==> src/rtl/shift_reg_uni.sv <==
// Universal shift register: hold, parallel load, shift left, shift right.
// Emits a one-cycle done pulse after every WIDTH enabled shifts since the last load or reset.
module shift_reg_uni #(
    parameter int               WIDTH     = 8,
    parameter logic [WIDTH-1:0] RESET_VAL = '0
) (
    input  logic             clk,
    input  logic             rst,
    input  logic             e,
    input  logic [1:0]       mode,
    input  logic [WIDTH-1:0] D,
    input  logic             sin,
    output logic [WIDTH-1:0] Q,
    output logic [WIDTH-1:0] QNOT,
    output logic             sout,
    output logic             done
);

    localparam int CW = $clog2(WIDTH + 1);

    typedef enum logic [1:0] {
        OP_HOLD  = 2'b00,
        OP_LOAD  = 2'b01,
        OP_SHL   = 2'b10,
        OP_SHR   = 2'b11
    } op_t;

    op_t            op;
    logic [CW-1:0]  cnt;
    logic [CW-1:0]  cnt_next;
    logic [WIDTH-1:0] q_next;
    logic           sout_next;
    logic           done_next;
    logic           shifting;

    assign op       = op_t'(mode);
    assign QNOT     = ~Q;
    assign shifting = e && (op == OP_SHL || op == OP_SHR);

    always_comb begin
        q_next    = Q;
        sout_next = sout;
        cnt_next  = cnt;
        done_next = 1'b0;
        if (e) begin
            case (op)
                OP_LOAD: begin
                    q_next    = D;
                    sout_next = 1'b0;
                    cnt_next  = '0;
                end
                OP_SHL: begin
                    q_next    = {Q[WIDTH-2:0], sin};
                    sout_next = Q[WIDTH-1];
                end
                OP_SHR: begin
                    q_next    = {sin, Q[WIDTH-1:1]};
                    sout_next = Q[0];
                end
                default: ;
            endcase
        end
        // Direction is irrelevant to the count; both shifts advance the same counter.
        if (shifting) begin
            if (cnt == CW'(WIDTH - 1)) begin
                cnt_next  = '0;
                done_next = 1'b1;
            end else begin
                cnt_next = cnt + CW'(1);
            end
        end
    end

    always_ff @(posedge clk) begin
        if (!rst) begin
            Q    <= RESET_VAL;
            sout <= 1'b0;
            done <= 1'b0;
            cnt  <= '0;
        end else begin
            Q    <= q_next;
            sout <= sout_next;
            done <= done_next;
            cnt  <= cnt_next;
        end
    end

endmodule

==> config.mk <==
export PLATFORM = sky130hd
export DESIGN_NAME = shift_reg_uni
export DESIGN_NICKNAME = d
export VERILOG_FILES = /design/src/rtl/shift_reg_uni.sv
export SDC_FILE = /design/constraint.sdc
export NUM_CORES = 1
export LEC_CHECK = 0
export CORE_MARGIN = 1
export CORE_UTILIZATION = 40
export DETAILED_ROUTE_END_ITERATION = 7
export GPL_ROUTABILITY_DRIVEN = 0
export HOLD_SLACK_MARGIN = 0.08
export PLACE_DENSITY = 0.77
export SETUP_SLACK_MARGIN = 0.05
export SYNTH_ARGS = -nofsm -noshare
export SYNTH_HDL_FRONTEND = slang
export SYNTH_SLANG_ARGS = --single-unit
==> constraint.sdc <==
create_clock -name clk -period 1.8 [get_ports clk]
set_input_delay 0.36 -clock clk [delete_from_list [all_inputs] [get_ports clk]]
set_output_delay 0.36 -clock clk [all_outputs]
set_load 0.01 [all_outputs]
# Word-level counts from Yosys, hierarchy flattened
# Index checks and enable logic that the tools add are counted.
# Widths: inputs -> output; s select.
[classes] n_bitwise=1 muxes=7 n_addsub=1 n_reduce_logical=8 n_eq_ne=4
[op_table] cell="$pmux 8 s3" n=1
[op_table] cell="$mux 4" n=4
[op_table] cell="$not 8->8" n=1
[op_table] cell="$reduce_and 2->1" n=3
[op_table] cell="$add 4x1->4 const B" n=1
[op_table] cell="$eq 2x2->1 const B" n=2
[op_table] cell="$eq 4x3->1 const B" n=1
[op_table] cell="$reduce_bool 2->1" n=2
[op_table] cell="$pmux 1 s3" n=1
[op_table] cell="$reduce_bool 3->1" n=1
[op_table] cell="$eq 2x1->1 const B" n=1
[op_table] cell="$logic_and 1x1->1" n=1
[op_table] cell="$logic_or 1x1->1" n=1
[op_table] cell="$mux 1" n=1
[word_totals] input_bits=14 out_inout_bits=18 regBits=14 elab_cells=25

# Longest topological paths before layout
[logic_depth] depth_word=5 mapped_depth=5 depth_no_buf=4

# Worst setup path after synthesis
# OpenSTA, ideal clock, no wires.
[synth_timing] path_kind="input to register" from="input port e" to="register cnt[3]" setup_slack_ps=539 stages=4 path_buffers=1 required_time_ps=1726 t_arrival_ps=1187 setup_time_ps=74 cell_sequence="buf_4 nand2_4 or4b_1 a31oi_1"
[synth_between] elab_chain_cells=3 word_cells_on_any_way=5 classes_between="1 x mux; 4 x reduce/logical"
[synth_rtl] item="from (decl)" line="9" source="input logic e,"
[synth_rtl] item="$logic_and 1x1->1" line="38" source="assign shifting = e && (op == OP_SHL || op == OP_SHR);"
[synth_rtl] item="$reduce_bool 2->1 (no source line)"
[synth_rtl] item="$reduce_and 2->1 (no source line)"
[synth_rtl] item="to (signal assigned)" line="84" source="cnt <= cnt_next;"
[synth_rtl] item="to (decl)" line="29" source="logic [CW-1:0] cnt;"
# Several ways; a longest one is shown, not always the timed one.
# A chain may end at the register's enable or synchronous reset.

# Final worst setup path
[layout_timing] from="register Q[5]" to="output port QNOT[5]"
[layout_between] elab_chain_cells=1
[layout_rtl] item="from (decl)" line="13" source="output logic [WIDTH-1:0] Q,"
[layout_rtl] item="from (signal assigned)" line="81" source="Q <= q_next;"
[layout_rtl] item="$not 8->8" line="37" source="assign QNOT = ~Q;"
[layout_rtl] item="to (decl)" line="14" source="output logic [WIDTH-1:0] QNOT,"
# No other way between the ends.

==> reports/results.txt <==
RSZ-0062 raised after global routing: false
Critical Path End Type: output port
share of layout cells above drive strength 1: 19.83%
Slew Viols, Final: 0
Worst-Margin Slew: 0.3265 ns
# rows: 14
Mapped Area: 721.9 µm²
slew margin rel.: 78.21%
initial antenna violation count: 0
gr ovfl total: 0
n_diodes: 0
Global Route Usage Sum: 24.05%
worst skew pair latency: 0.29 ns
Core Area: 1594 µm²
outcome: finished, final reports clean
Via density: 5.372
first-pass GRT wire length: 3408 µm
IO Pins: 32
Leak: 0.4471 nW
final cell count without fillers: 145
CTS Hold Bufs: 0
Die ar.: 1979 µm²
placed cells: 141
vias in the first global route: 779
max capacitance violation total: 0
CTS H-tree lvls: 1
first-pass detailed-route iteration total: 4
crit path launch type: register
Area Growth Syn to Fin: 60.14%
crit path time final: 1.629 ns
Starting Density: 45.29%
Post-Route Skew: 0.001950 ns
Synth Warn #: 0
setup violators final: 0
Worst-path clk slew: 0.09 ns
Longest Clk Path Bufs: 2
Cell variety after synth: 30
FFs w/ async S/R, synth: 0%
Top FF cell, synth: dfxtp_1
Post-Synthesis Cells: 79
pin count of the biggest net entering global routing: 11
Clock Sinks: 14
Critical Path RT: 1.44 ns
number of buffers created by CTS: 3
Setup Crit Path Kind: register to output port
crit path DAT: 1.27 ns
fin crit share: 90.48%
worst vdd ir: 469.6 µV
port bufs: 31
PwrDens: 683.9 nW/µm²
Root Buffer: clkbuf_4
post-route ant nets: 0
final wirelength: 2068 µm
routed via count: 779
Wirelength per Cell: 14.26 µm
CTS tree: yes
DRC violations left: 0
PostCTS Resize Cnt: 0
Synth Area per Inst: 9.139 µm²
Chip Width: 44.49 µm
overall die height: 44.49 µm
Worst Slack Setup Final: 0.1713 ns
number of nets in the layout: 137
DP Worst Slack: -0.01181 ns
fmax: 614.0 MHz
Hold Vio Cnt, Final: 0
Yosys reg bits: 14
CP max FO: 4
Post CTS Setup Buffer Count: 0
register area share after synthesis: 38.82%
HPWL after DPL: 1575 µm
initial drt markers: 21
HP Class: register to register
Syn Nets: 94
number of synthesized flops with an enable pin: 0
## power by group
part           leakage, nW  switching [mW]  total (mW)  internal [mW]
logic                0.311          0.0845       0.209          0.125
clock network       0.0210           0.112       0.236          0.123
registers            0.115          0.0186       0.346          0.327
total                0.447           0.215       0.791          0.575
## routing by layer
layer | part of all wire [%] | global-route usage [%] | vias to the layer above
met3 | 5.2 | 4.490 | 5
li1 | - | - | 381
met1 | 45 | 27.48 | 364
met5 | 0 | 0 | -
met4 | 2.0 | 15.15 | 0
met2 | 47 | 40.88 | 29
## per-stage QoR
step	setup TNS [ns]	area (µm²)	hold WS, ns	util [%]	power [mW]
5_1_grt	0	1156	0.5430	72.53	0.8235
3_5_place_dp	-0.01181	1120	0.4924	70.25	0.5601
3_3_place_gp	0	1120	0.4712	70.25	0.5568
4_1_cts	0	1156	0.5137	72.53	0.7924
2_1_floorplan	0	721.9	0.4573	-	0.4397
6_report	0	1156	0.5198	72.53	0.7907
## cells in the mapped netlist, types with 2 or more instances
cell,instances,area share (%)
o22ai_1,7,6.1
nor2_1,3,1.6
nand2_1,4,2.1
buf_2,2,1.4
dfxtp_1,14,39
nand3_1,2,1.4
inv_1,9,4.7
mux2_2,6,9.4
a211oi_1,9,9.4
nor2b_1,2,1.7
a31oi_1,2,1.7
## state kept, by name (all words and copies together) (netlist names)
register / count
sout: 1
Q: 8
cnt: 4
done: 1
## layout make-up
class                      count  area [µm²]
inverter                       9       33.78
clock buffer                   4       36.28
tap                           24       30.03
sequential                    14       280.3
timing repair buffer          43       400.4
multi-input combinational     51       375.4
fill                         126       437.9
## cell families (layout without fill, tap and decap cells)
| kind of cell | Yosys count | count (layout) | synth area share (%) |
|---|---|---|---|
| buf+inv | 14 | 56 | 9.185 |
| simple gates | 19 | 19 | 15.94 |
| flops | 14 | 14 | 38.82 |
| mux | 7 | 7 | 10.74 |
| fa+ha+maj | 1 | 1 | 1.733 |
| compound gates | 24 | 24 | 23.57 |
## worst max-delay path: stages, from the launching register on
cell             delay [ns]
dfxtp_1                0.35
inv_1                  0.09
clkdlybuf4s50_1        0.54
## final timing paths
check	startpoint	end	slack (ns)	cells past startpoint
setup / recovery	Q[5]	QNOT[5]	0.17	2
hold / removal	cnt[3]	done	0.52	1
setup reg to reg	cnt[0]	cnt[3]	0.40	4
hold reg to reg	cnt[3]	done	0.52	1
## layout by cell type (no fill, tap or decap), types with 2 or more instances in the layout
master	count
o22ai_1	7
a31oi_1	2
dfxtp_1	14
clkbuf_4	3
nand3_1	2
inv_1	9
nand2_1	4
buf_4	12
a211oi_1	9
nor2b_1	2
mux2_2	6
clkdlybuf4s50_1	31
nor2_1	3
No activity file was read; power rests on OpenSTA's default activity.
